**src/rtl/priority_dispatcher.sv**
```systemverilog
// priority_dispatcher
//   Collects per-line request pulses into a pending register and offers the
//   highest-index eligible (pending and unmasked) line to a consumer through a
//   valid/ready handshake. Each offer also carries the runner-up line. An offer
//   stays frozen until it is accepted. On accept, the offered line is cleared
//   and the grant counter advances. If anything else is still eligible, the
//   next offer follows with no idle cycle in between.
//
// Ports
//   clk            sole clock, rising edge
//   reset          synchronous active-high reset
//   set_req[7:0]   request pulses, bit i marks line i pending
//   mask[7:0]      bit i high makes line i ineligible for new offers
//   out_valid      an offer is presented
//   out_ready      consumer accepts the current offer
//   out_idx        offered line
//   out_next_idx   runner-up line at offer time
//   out_next_valid out_next_idx is meaningful
//   pending[7:0]   pending register
//   none           no eligible line is pending
//   overflow       sticky: a request arrived on a line that was already pending
//   grant_count    accepted grants, wraps
//
// state | meaning
// IDLE  | no offer presented, waiting for an eligible pending line
// OFFER | out_idx/out_next_idx presented and held until out_ready
module priority_dispatcher #(
  parameter int CNT_W = 8
) (
  input  logic             clk,
  input  logic             reset,
  input  logic [7:0]       set_req,
  input  logic [7:0]       mask,
  output logic             out_valid,
  input  logic             out_ready,
  output logic [2:0]       out_idx,
  output logic [2:0]       out_next_idx,
  output logic             out_next_valid,
  output logic [7:0]       pending,
  output logic             none,
  output logic             overflow,
  output logic [CNT_W-1:0] grant_count
);

  typedef enum logic {IDLE = 1'b0, OFFER = 1'b1} state_t;

  state_t     state, state_nxt;
  logic [7:0] eligible;
  logic [7:0] clr;
  logic [7:0] rem;
  logic [7:0] pick_src;
  logic [6:0] pick;
  logic       accept;
  logic       load_offer;

  // Returns {second_valid, second_idx, top_idx} for the two highest set bits.
  function automatic logic [6:0] pick2(input logic [7:0] v);
    logic [2:0] top;
    logic [2:0] nxt;
    logic       have_top;
    logic       have_nxt;
    top      = 3'd0;
    nxt      = 3'd0;
    have_top = 1'b0;
    have_nxt = 1'b0;
    for (int i = 7; i >= 0; i--) begin
      if (v[i]) begin
        if (!have_top) begin
          top      = i[2:0];
          have_top = 1'b1;
        end else if (!have_nxt) begin
          nxt      = i[2:0];
          have_nxt = 1'b1;
        end
      end
    end
    return {have_nxt, nxt, top};
  endfunction

  assign eligible = pending & ~mask;
  assign none     = (eligible == 8'h00);
  assign accept   = (state == OFFER) && out_ready;
  assign clr      = accept ? (8'b1 << out_idx) : 8'h00;
  // The follow-on offer uses only lines that were already pending.
  // Requests arriving in the accept cycle wait one more cycle.
  assign rem      = pending & ~clr & ~mask;
  assign pick     = pick2(pick_src);

  // state register
  always_ff @(posedge clk) begin
    if (reset) state <= IDLE;
    else       state <= state_nxt;
  end

  // next-state logic
  always_comb begin
    state_nxt  = state;
    load_offer = 1'b0;
    pick_src   = eligible;
    case (state)
      IDLE: begin
        if (eligible != 8'h00) begin
          state_nxt  = OFFER;
          load_offer = 1'b1;
        end
      end
      OFFER: begin
        if (accept) begin
          pick_src = rem;
          if (rem != 8'h00) load_offer = 1'b1;
          else              state_nxt  = IDLE;
        end
      end
      default: state_nxt = IDLE;
    endcase
  end

  // output logic
  always_comb begin
    out_valid = (state == OFFER);
  end

  // datapath registers
  always_ff @(posedge clk) begin
    if (reset) begin
      pending        <= 8'h00;
      overflow       <= 1'b0;
      grant_count    <= '0;
      out_idx        <= 3'd0;
      out_next_idx   <= 3'd0;
      out_next_valid <= 1'b0;
    end else begin
      // A set in the same cycle as a clear wins, so that line stays pending.
      pending <= (pending & ~clr) | set_req;
      if ((set_req & pending & ~clr) != 8'h00) overflow <= 1'b1;
      if (accept) grant_count <= grant_count + CNT_W'(1);
      if (load_offer) begin
        out_idx        <= pick[2:0];
        out_next_idx   <= pick[5:3];
        out_next_valid <= pick[6];
      end
    end
  end

endmodule

```
**config.mk**
```make
export PLATFORM = sky130hd
export DESIGN_NAME = priority_dispatcher
export DESIGN_NICKNAME = d
export VERILOG_FILES = /design/src/rtl/priority_dispatcher.sv
export SDC_FILE = /design/constraint.sdc
export NUM_CORES = 1
export LEC_CHECK = 0
export BUFFER_PORTS_ARGS = -buffer_cell sky130_fd_sc_hd__buf_2
export CAP_MARGIN = 20
export CORE_MARGIN = 2
export CORE_UTILIZATION = 40
export DETAILED_ROUTE_END_ITERATION = 6
export HOLD_SLACK_MARGIN = 0.08
export PLACE_DENSITY = 0.7
export SYNTH_ARGS = -nofsm -noshare
export SYNTH_HDL_FRONTEND = slang
export SYNTH_SLANG_ARGS = --single-unit
```
**constraint.sdc**
```tcl
create_clock -name clk -period 3.6 [get_ports clk]
set_input_delay 1.08 -clock clk [delete_from_list [all_inputs] [get_ports clk]]
set_output_delay 1.08 -clock clk [all_outputs]
set_load 0.05 [all_outputs]
```
==> out/qor.csv, run 1 <==
stage,metric,value,unit
detailed_routing,WL met2,1940,um
placement,pre-CTS WS,0.2280,ns
synthesis,Post-Synthesis Cells,214,
synthesis,Yosys cell types,63,
layout,Reg area,500.5,um2
timing,"Min Clock Period, post-route",3.202,ns
placement,gpl congestion,0.9262,
synthesis,register area share after synthesis,0.2937,
clocking,CTS tree,built,
detailed_routing,DR WL/cell,14.28,um
setup_path,CP startpoint kind,input pin,
floorplan,Starting Density,0.4200,
setup_path,worst path cell trace,buf_2 > nand2b_1 > nand4_1 > nor3_2 > buf_2,
global_routing,antenna violations before repair,0,
power_and_ir_drop,power density over the cells,385.0,nW/um2
setup_path,Crit Path Category,in2out,
floorplan,DIE WIDTH,69.27,um
synthesis,syn nets,239,
clocking,Clock Tree Root,clkbuf_8,
timing,fin crit share,0.8895,
clocking,CTS Buf Count,3,
synthesis,"EDFF count, synth",0,
timing,Max Freq,0.3123,GHz
layout,n_diodes,0,
setup_path,worst-path fanout max,4,
global_routing,global route overflow,0,
timing,Worst Slack Setup Final,0.3978,ns
timing,Final Hold Fails,0,
floorplan,I/O pin count,45,
run_status,status,"finished, final reports clean",
setup_path,"Largest stage delay, worst path",0.32,ns
detailed_routing,Metal-1 WL,2014,um
layout,multi-input logic area,1087,um2
timing,Setup-failing EPs final,0,
timing,Slew @ Worst Pin,0.5368,ns
global_routing,largest net degree at the start of global routing,27,
detailed_routing,drt drc,0,
power_and_ir_drop,Max IR drop VDD,0.1656,mV
detailed_routing,1st-iter DRT viols,80,
synthesis,Synth warnings,0,
detailed_routing,Detail Route Antenna Nets,0,
synthesis,Seq cells post-synth,25,
setup_path,cell family contributing the most delay on the critical path,simple AND/OR/NAND/NOR gates,
clocking,clock latency on the worst-skew pair,0.27,ns
global_routing,first-pass GRT wire length,7238,um
synthesis,synthesized cell area,1704,um2
detailed_routing,DR vias,1726,
clocking,H-tree levels,1,
layout,NumNets Final,278,
timing,final worst clock skew,0.003749,ns
synthesis,syn_area_per_cell,7.963,um2
floorplan,die outline area,4798,um2
floorplan,Die H,69.27,um
layout,Filler Cells Inserted,415,
clocking,Sink Count,25,
layout,design area,1992,um2
global_routing,GRT Util Overall,0.1802,
setup_path,critical path required time,2.52,ns
synthesis,ys async rst share,0,
setup_path,CP max stage cell,buf_2,
clocking,maximum clock path buffer count,2,
setup_path,Worst Path Arrival,2.12,ns
setup_path,"most used cell, CP",buf_2,
timing,slew margin rel.,0.6416,
detailed_routing,drt total wl,4312,um
layout,Layout area overhead,16.89,%
layout,fraction of layout cells with a size suffix above 1,0.2500,
floorplan,total core area,4058,um2
run,maxcap violations,0,
global_routing,number of global-route vias before repair,1575,
clocking,Post-CTS Setup Inserts,0,
placement,PortBufs,44,
detailed_routing,highest metal used,met4,
setup_path,Buf/Inv on CP,2,
layout,Final Util,0.4909,
clocking,cts hold-fix bufs,0,
power_and_ir_drop,Power Total,0.7669,mW
detailed_routing,DRT Pass-1 Iters,4,
detailed_routing,Via density,5.715,
timing,final setup TNS,0,ns
timing,RSZ-0062 raised after global routing,no,
timing,Final Max Tran Viols,0,
power_and_ir_drop,Leak,0.8956,nW
floorplan,row count,23,
placement,Area after DPL,1946,um2
setup_path,CP endpoint kind,primary output,
clocking,"Reg clk slew, reported paths",0.09,ns
synthesis,ys flop type,dfxtp_1,
clocking,Resized Gates After CTS,0,
detailed_routing,WL met3,275,um
placement,hpwl dp,3312,um
worst_hold_path,worst hold path type,reg2reg,
==> cell usage after synthesis (2+ instances only) <==
master / number / area (um2)
dfxtp_1: 25 / 500.5
o22ai_1: 2 / 12.51
nor3_1: 6 / 30.03
o31ai_1: 3 / 22.52
a21oi_1: 24 / 120.1
buf_6: 2 / 22.52
nor2b_1: 3 / 18.77
and4b_1: 2 / 20.02
nand2_1: 18 / 67.56
a211oi_1: 2 / 15.01
inv_1: 10 / 37.54
mux2i_1: 2 / 20.02
o21ai_0: 2 / 10.01
a221oi_1: 2 / 17.52
a31oi_1: 2 / 12.51
buf_2: 4 / 20.02
clkbuf_1: 6 / 22.52
and3_1: 3 / 18.77
a21o_1: 3 / 22.52
nand4_1: 5 / 31.28
or2_2: 2 / 12.51
buf_4: 2 / 15.01
nand3_1: 5 / 25.02
nor2_1: 20 / 75.07
or2_1: 3 / 18.77
or3_1: 2 / 12.51
ha_1: 6 / 75.07
nand2b_1: 8 / 50.05
xor2_1: 4 / 35.03
a311oi_1: 3 / 26.28
==> flip-flops by register name (all words and copies together), names as in the netlist <==
| register | flops |
|---|---|
| grant_count | 8 |
| pending | 8 |
| out_idx | 3 |
| out_next_idx | 3 |
| out_next_valid | 1 |
| out_valid | 1 |
| overflow | 1 |
==> path summary, 6_finish.rpt <==
path,from,endpoint,slack (ns),cells past startpoint
worst max-delay path,mask[3],none,0.40,5
worst min-delay path,out_next_idx[2],out_next_idx[2],0.46,2
worst max register to register,out_idx[0],out_next_idx[0],0.78,9
worst min register to register,out_next_idx[2],out_next_idx[2],0.46,2
==> worst register-to-register path, stage by stage, from the launching register on <==
cell and delay (ns):
dfxtp_1 0.67, inv_1 0.11, or2_2 0.34, nand2_1 0.16, ha_1 0.30, a2bb2oi_1 0.19, o221a_1 0.24, nand2_1 0.06
a311o_1 0.38, o41ai_2 0.29
==> placed cells by master (no fill, tap or decap), types with 2 or more instances in the layout <==
cell type	synthesis	routed
dfxtp_1	25	25
inv_1	10	10
nor2_1	20	20
nand2_1	18	18
nand3_1	5	5
or2_1	3	3
or2_2	2	2
a21oi_1	24	24
ha_1	6	6
nand2b_1	8	8
o21ai_0	2	2
mux2i_1	2	2
buf_4	2	5
a21o_1	3	3
xor2_1	4	4
clkbuf_8	0	3
a211oi_1	2	2
and3_1	3	3
nor3_1	6	5
o22ai_1	2	2
or3_1	2	2
a31oi_1	2	2
buf_2	4	44
a311oi_1	3	3
and4b_1	2	2
nor2b_1	3	3
o31ai_1	3	3
nand4_1	5	5
a221oi_1	2	2
==> cell families after synthesis <==
logic type	count (synthesis)	synth area share
XOR/XNOR	5	0.02570
AND/OR/NAND/NOR	84	0.2570
flip-flops	25	0.2937
AO/OA/AOI/OAI	66	0.2908
multiplexers	2	0.01175
adder cells (fa/ha/maj)	7	0.04993
buffers and inverters	25	0.07122
==> stage by stage <==
stage / cells / hold slack (ns)
after floorplan: 214 / 0.6864
after global placement: 298 / 0.4522
after detailed placement: 298 / 0.4545
after CTS: 302 / 0.4663
after global routing: 302 / 0.4810
final: 302 / 0.4619
==> per-layer routing <==
metal | track usage | vias up
met3 | 0.02762 | 9
met5 | 0 | -
li1 | - | 863
met2 | 0.2863 | 54
met1 | 0.2467 | 800
met4 | 0.06536 | 0
==> layout make-up <==
class                           count  area share
Sequential cell                    25      0.2513
Inverter                           10     0.01884
Multi-Input combinational cell    164      0.5459
Clock buffer                        3     0.02073
Timing Repair Buffer               49      0.1294
Tap cell                           50     0.03141
Clock inverter                      1    0.002513
==> report_power, final <==
part	switching [mW]	leakage, nW	internal (mW)
Clock	0.0933	0.0255	0.0775
Sequential	0.0258	0.206	0.297
Combinational	0.185	0.664	0.0883
No activity file was read; power rests on OpenSTA's default activity.
==> run 2: changes to the inputs <==
==> constraint.sdc (replaced) <==
create_clock -name clk -period 3.6 [get_ports clk]
set_input_delay 1.08 -clock clk [delete_from_list [all_inputs] [get_ports clk]]
set_output_delay 1.08 -clock clk [all_outputs]
set_load 0.1 [all_outputs]
==> run 2 against run 1 <==
Compared with the run above:
- clock-buffer cell count unchanged
- cell count increased by 0.33%
- sequential power about the same
- die area unchanged
- total power increased by 14%
- utilization increased by 0.80 points
- hold slack improved by 0.0091 ns
- clock power increased by 9%
- routed wire length increased by 3.9%
- setup slack improved by 0.00052 ns
- register-to-register slack improved by 0.03 ns
- critical path type is now in2reg
- largest cell class unchanged
- largest power group is now combinational logic
==> out/qor.csv, run 2 (synthesis results as in run 1) <==
stage,metric,value,unit,change
run_status,status,"finished, final reports clean",,
worst_hold_path,worst hold path type,reg2reg,,
detailed_routing,Detail Route Antenna Nets,0,,unchanged
global_routing,global route overflow,0,,unchanged
timing,Setup-failing EPs final,0,,unchanged
layout,n_diodes,0,,unchanged
setup_path,cell family contributing the most delay on the critical path,compound AO/OA/AOI/OAI gates,,
layout,design area,2024,um2,+1.6%
power_and_ir_drop,Internal Pwr Total,0.4731,mW,+2.3%
layout,"commonest cells after routing, fill and taps aside","43 x buf_2, 25 x dfxtp_1, 24 x a21oi_1",,
global_routing,first-pass GRT wire length,7576,um,+4.7%
timing,"Min Clock Period, post-route",3.202,ns,-0.0005170 ns
power_and_ir_drop,power density over the cells,433.1,nW/um2,+12%
placement,Area after DPL,1974,um2,+1.5%
detailed_routing,Via density,5.736,,+0.36%
timing,RSZ-0062 raised after global routing,no,,
detailed_routing,drt drc,0,,unchanged
clocking,clock latency on the worst-skew pair,0.28,ns,about the same
placement,pre-CTS WS,0.1265,ns,-0.1015 ns
floorplan,I/O pin count,45,,unchanged
run,maxcap violations,0,,unchanged
setup_path,critical path required time,3.80,ns,+1.28 ns
setup_path,Worst Path Arrival,3.40,ns,+1.28 ns
placement,PortBufs,44,,unchanged
timing,Final Hold Fails,0,,unchanged
layout,fraction of layout cells with a size suffix above 1,0.2530,,+0.002964
clocking,H-tree levels,1,,unchanged
timing,Max Freq,0.3123,GHz,about the same
power_and_ir_drop,Sw Share,0.4604,,+0.06340
global_routing,number of global-route vias before repair,1632,,+3.6%
power_and_ir_drop,Leak,0.9064,nW,+1.2%
detailed_routing,DRT Pass-1 Iters,4,,unchanged
layout,Final Util,0.4989,,+0.008018
setup_path,Crit Path Category,in2reg,,
setup_path,Buf/Inv on CP,1,,-1
global_routing,largest net degree at the start of global routing,27,,unchanged
power_and_ir_drop,Max IR drop VDD,0.3492,mV,+110%
clocking,maximum clock path buffer count,2,,unchanged
layout,Filler Cells Inserted,411,,-0.96%
placement,gpl congestion,0.9243,,-0.21%
detailed_routing,1st-iter DRT viols,139,,+74%
power_and_ir_drop,Logic pwr share,0.422,,+0.065
setup_path,CP startpoint kind,input pin,,
timing,Slew @ Worst Pin,0.5020,ns,-0.03486 ns
floorplan,Die H,69.27,um,unchanged
timing,fin crit share,0.8893,,about the same
detailed_routing,DR vias,1738,,+0.70%
clocking,Resized Gates After CTS,0,,unchanged
floorplan,row count,23,,unchanged
setup_path,worst-path fanout max,10,,+6
layout,Layout area overhead,18.80,%,
setup_path,"Largest stage delay, worst path",0.39,ns,+0.07 ns
clocking,CTS tree,built,,
power_and_ir_drop,Clock power frac,0.213,,-0.010
power_and_ir_drop,Power Total,0.8767,mW,+14%
power_and_ir_drop,Flop pwr share,0.365,,-0.055
layout,NumNets Final,279,,+0.36%
setup_path,CP max stage cell,ha_1,,
layout,Top Registers,"grant_count: 8 flops, pending: 8 flops",,
setup_path,worst path cell trace,buf_2 > nand4_1 > or2_2 > nand2_1 > ha_1 > nor2_1 > mux2i_1 > o221a_1 > nand2_1 > a311o_1 > o41ai_2,,
clocking,Sink Count,25,,unchanged
placement,hpwl dp,3382,um,+2.1%
setup_path,"most used cell, CP",nand2_1,,
setup_path,CP endpoint kind,flip-flop,,
detailed_routing,DR WL/cell,14.78,um,+3.5%
clocking,CTS Buf Count,3,,unchanged
timing,final worst clock skew,0.005184,ns,+0.001435 ns
floorplan,total core area,4058,um2,unchanged
clocking,"Reg clk slew, reported paths",0.10,ns,about the same
timing,final setup TNS,0,ns,unchanged
floorplan,die outline area,4798,um2,unchanged
floorplan,Starting Density,0.4200,,unchanged
clocking,Clock Tree Root,clkbuf_8,,
detailed_routing,drt total wl,4479,um,+3.9%
timing,Worst Slack Setup Final,0.3983,ns,+0.0005170 ns
clocking,Post-CTS Setup Inserts,0,,unchanged
timing,slew margin rel.,0.6654,,+0.02373
layout,"commonest non-fill, non-tap cell in the layout",buf_2,,
timing,Final Max Tran Viols,0,,unchanged
floorplan,DIE WIDTH,69.27,um,unchanged
global_routing,antenna violations before repair,0,,unchanged
clocking,cts hold-fix bufs,0,,unchanged
power_and_ir_drop,Net Switching,0.4036,mW,+33%
global_routing,GRT Util Overall,0.1902,,+0.009940
run 2: path summary, 6_finish.rpt:
| kind | startpoint | endpoint | slack [ns] | cells past startpoint |
|---|---|---|---|---|
| worst min register to register | out_next_idx[2] | out_next_idx[2] | 0.47 | 2 |
| worst min-delay path | out_next_idx[2] | out_next_idx[2] | 0.47 | 2 |
| worst max register to register | out_valid | out_next_idx[0] | 0.81 | 10 |
| worst max-delay path | out_ready | out_next_idx[0] | 0.40 | 11 |
run 2: power by group through the flow:
stage          registers (mW)  clock network [mW]  logic [mW]
5_1_grt                 0.324               0.202       0.391
2_1_floorplan           0.465                   0       0.155
3_3_place_gp            0.326                   0       0.367
6_report                0.320               0.187       0.370
4_1_cts                 0.320               0.191       0.367
3_5_place_dp            0.326                   0       0.366
run 2: worst reg2reg max path, cell delays in order, from the launching register on:
cell and delay [ns]:
dfxtp_1 0.47, nand4_1 0.17, or2_2 0.33, nand2_1 0.16, ha_1 0.39, nor2_1 0.08
mux2i_1 0.15, o221a_1 0.24, nand2_1 0.06, a311o_1 0.37, o41ai_2 0.29
run 2: layout make-up:
cell class | count | area [um2] | area share
Inverter | 10 | 37.54 | 0.01854
Clock inverter | 1 | 8.758 | 0.004326
Clock buffer | 3 | 41.29 | 0.02040
Sequential cell | 25 | 500.5 | 0.2472
Multi-Input combinational cell | 164 | 1094 | 0.5402
Tap cell | 50 | 62.56 | 0.03090
Timing Repair Buffer | 50 | 280.3 | 0.1384
run 2: through the flow:
stage | hold WS [ns] | std cells
after floorplan | 0.9053 | 214
after global placement | 0.4553 | 299
after detailed placement | 0.4604 | 299
after CTS | 0.4752 | 303
after global routing | 0.5005 | 303
final | 0.4710 | 303
run 2: layer usage:
metal  global-route usage  routed length, um  vias to the layer above  share of wire
li1                     -                  -                      866              -
met1               0.2636               2128                      798           0.48
met2               0.3013               1972                       68           0.44
met3              0.03779                321                        6          0.072
met4              0.05011                 56                        0          0.013
met5                    0                  0                        -              0
==> run 3: changes to the inputs <==
CORE_UTILIZATION = 45   (was 40)
GPL_ROUTABILITY_DRIVEN = 0   (was not set)
PLACE_DENSITY = 0.77   (was 0.7)
==> run 3 against run 2 <==
Compared with the run above:
- via count is 1.4% higher
- cell count down 0.99%
- global-route usage up 1.7 points
- first-iteration DRC count down 2.9%
- design area is 0.68% lower
- setup slack lost 0.030 ns
- combinational power about the same
- register-to-register slack about the same
- hold slack lost 0.0077 ns
- sequential share of layout area grew 0.17 points
- sequential power about the same
- largest power group unchanged
==> out/qor.csv, run 3 (synthesis results as in run 1) <==
stage,metric,value,unit,change
timing,final worst clock skew,0.001020,ns,-0.004164 ns
timing,Worst Slack Setup Final,0.3686,ns,-0.02969 ns
detailed_routing,DR vias,1762,,+1.4%
layout,Filler Cells Inserted,349,,-15%
setup_path,"most used cell, CP",nand2_1,,
layout,Layout area overhead,17.99,%,
detailed_routing,DRT Pass-1 Iters,5,,+1
global_routing,GRT Util Overall,0.2067,,+0.01656
worst_hold_path,HP Start,out_next_idx[1],,
power_and_ir_drop,Flop pwr share,0.371,,+0.006
power_and_ir_drop,Internal Pwr Total,0.4678,mW,-1.1%
setup_path,reg2reg start,out_valid,,
clocking,maximum clock path buffer count,2,,unchanged
clocking,Post-CTS Setup Inserts,0,,unchanged
layout,"commonest non-fill, non-tap cell in the layout",buf_2,,
setup_path,R2R depth,9,,-1
layout,"commonest cells after routing, fill and taps aside","43 x buf_2, 25 x dfxtp_1, 24 x a21oi_1",,
detailed_routing,drt drc,0,,unchanged
layout,Reg area,500.5,um2,unchanged
layout,NumNets Final,278,,-0.36%
layout,n_diodes,0,,unchanged
setup_path,"Largest stage delay, worst path",0.38,ns,about the same
timing,Slew @ Worst Pin,0.4796,ns,-0.02238 ns
timing,fin crit share,0.8976,,+0.008249
setup_path,Crit Path Category,in2reg,,
clocking,Clock Tree Root,clkbuf_8,,
detailed_routing,DR WL/cell,14.32,um,-3.1%
power_and_ir_drop,Sw Share,0.4529,,-0.007506
power_and_ir_drop,Net Switching,0.3872,mW,-4.1%
setup_path,worst path cell trace,buf_2 > nand4_1 > or2_2 > nand2_1 > ha_1 > a2bb2oi_1 > o221a_1 > nand2_1 > a311o_1 > o41ai_2,,
detailed_routing,Metal-1 WL,1975,um,-7.2%
clocking,cts hold-fix bufs,0,,unchanged
setup_path,R2R Setup Slk,0.81,ns,about the same
global_routing,largest net degree at the start of global routing,27,,unchanged
power_and_ir_drop,Clock power frac,0.199,,-0.014
clocking,clock latency on the worst-skew pair,0.27,ns,about the same
worst_hold_path,hold depth,2,,unchanged
layout,multi-input logic area,1094,um2,unchanged
setup_path,crit path launch,out_ready,,
clocking,CTS Buf Count,3,,unchanged
setup_path,CP endpoint kind,flip-flop,,
clocking,Sink Count,25,,unchanged
placement,hpwl dp,3252,um,-3.9%
power_and_ir_drop,Max IR drop VDD,0.2323,mV,-33%
setup_path,Worst Path Arrival,3.41,ns,about the same
detailed_routing,drt total wl,4295,um,-4.1%
floorplan,DIE WIDTH,65.54,um,-5.4%
power_and_ir_drop,Leak,0.9007,nW,-0.63%
setup_path,R2R Path End,out_next_idx[0],,
floorplan,I/O pin count,45,,unchanged
clocking,"Reg clk slew, reported paths",0.09,ns,about the same
clocking,Resized Gates After CTS,0,,unchanged
run_status,status,"finished, final reports clean",,
timing,"Min Clock Period, post-route",3.231,ns,+0.02969 ns
placement,pre-CTS WS,0.1087,ns,-0.01788 ns
clocking,H-tree levels,1,,unchanged
setup_path,CP max stage cell,ha_1,,
detailed_routing,Via density,5.873,,+2.4%
global_routing,number of global-route vias before repair,1527,,-6.4%
floorplan,row count,22,,-4.3%
placement,PortBufs,44,,unchanged
power_and_ir_drop,Logic pwr share,0.430,,+0.008
timing,Max Freq,0.3095,GHz,-0.92%
setup_path,CP startpoint kind,input pin,,
clocking,CTS tree,built,,
floorplan,die outline area,4295,um2,-10%
worst_hold_path,Hold Path Sink,out_next_idx[1],,
timing,Final Hold Fails,0,,unchanged
floorplan,total core area,3661,um2,-9.8%
timing,RSZ-0062 raised after global routing,no,,
worst_hold_path,worst hold path type,reg2reg,,
timing,Final Max Tran Viols,0,,unchanged
global_routing,first-pass GRT wire length,7010,um,-7.5%
detailed_routing,highest metal used,met4,,
setup_path,critical path required time,3.78,ns,-0.02 ns
global_routing,antenna violations before repair,0,,unchanged
global_routing,global route overflow,0,,unchanged
layout,Top Registers,"grant_count: 8 flops, pending: 8 flops",,
detailed_routing,Detail Route Antenna Nets,0,,unchanged
power_and_ir_drop,power density over the cells,425.3,nW/um2,-1.8%
placement,Area after DPL,1964,um2,-0.51%
run,maxcap violations,0,,unchanged
timing,Setup-failing EPs final,0,,unchanged
timing,slew margin rel.,0.6752,,+0.009870
detailed_routing,WL met3,253,um,-21%
detailed_routing,WL met2,1988,um,+0.81%
floorplan,Die H,65.54,um,-5.4%
timing,final setup TNS,0,ns,unchanged
floorplan,Starting Density,0.4655,,+0.04550
power_and_ir_drop,Power Total,0.8551,mW,-2.5%
setup_path,worst-path fanout max,10,,unchanged
layout,fraction of layout cells with a size suffix above 1,0.2500,,-0.002964
detailed_routing,1st-iter DRT viols,135,,-2.9%
layout,design area,2011,um2,-0.68%
-- run 3: power groups by stage --
stage	clock network (mW)	logic, mW	registers, mW
4_1_cts	0.173	0.366	0.317
6_report	0.170	0.368	0.317
5_1_grt	0.185	0.389	0.321
2_1_floorplan	0	0.155	0.465
3_5_place_dp	0	0.364	0.323
3_3_place_gp	0	0.364	0.322
-- run 3: critical path, delay by kind of cell --
| family | cells | cell delay [ns] |
|---|---|---|
| adder cells (fa/ha/maj) | 1 | 0.38 |
| AO/OA/AOI/OAI | 4 | 1.12 |
| buffers and inverters | 1 | 0.11 |
| AND/OR/NAND/NOR | 4 | 0.73 |
-- run 3: cell type report --
| cell class | instances | share of cell area |
|---|---|---|
| well taps | 48 | 0.02987 |
| clock buffers | 3 | 0.02054 |
| repair buffers | 49 | 0.1357 |
| multi-input cells | 164 | 0.5439 |
| flip-flops and latches | 25 | 0.2489 |
| clock inverters | 1 | 0.002489 |
| inverters | 10 | 0.01867 |
-- run 3: per-stage QoR --
stage                       util  hold slack (ns)  instances
final                     0.5492           0.4633        300
after floorplan                -           0.9053        214
after CTS                 0.5492           0.4703        300
after detailed placement  0.5366           0.4567        296
after global placement    0.5366           0.4573        296
after global routing      0.5492           0.5072        300
-- run 3: per-layer routing --
layer  up-vias  GRT usage
li1        867          -
met1       801     0.2831
met2        84     0.3355
met3        10    0.02397
met4         0    0.07292
met5         -          0
-- run 3: how the worst max path moves through the flow --
stage,endpoint,slack (ns),cells past startpoint
2_1_floorplan,out_next_idx[0],0.09,12
3_3_place_gp,out_next_idx[0],0.19,10
3_5_place_dp,out_next_idx[0],0.11,10
4_1_cts,out_next_idx[0],0.40,10
5_1_grt,out_next_idx[0],0.20,10
6_report,out_next_idx[0],0.37,10
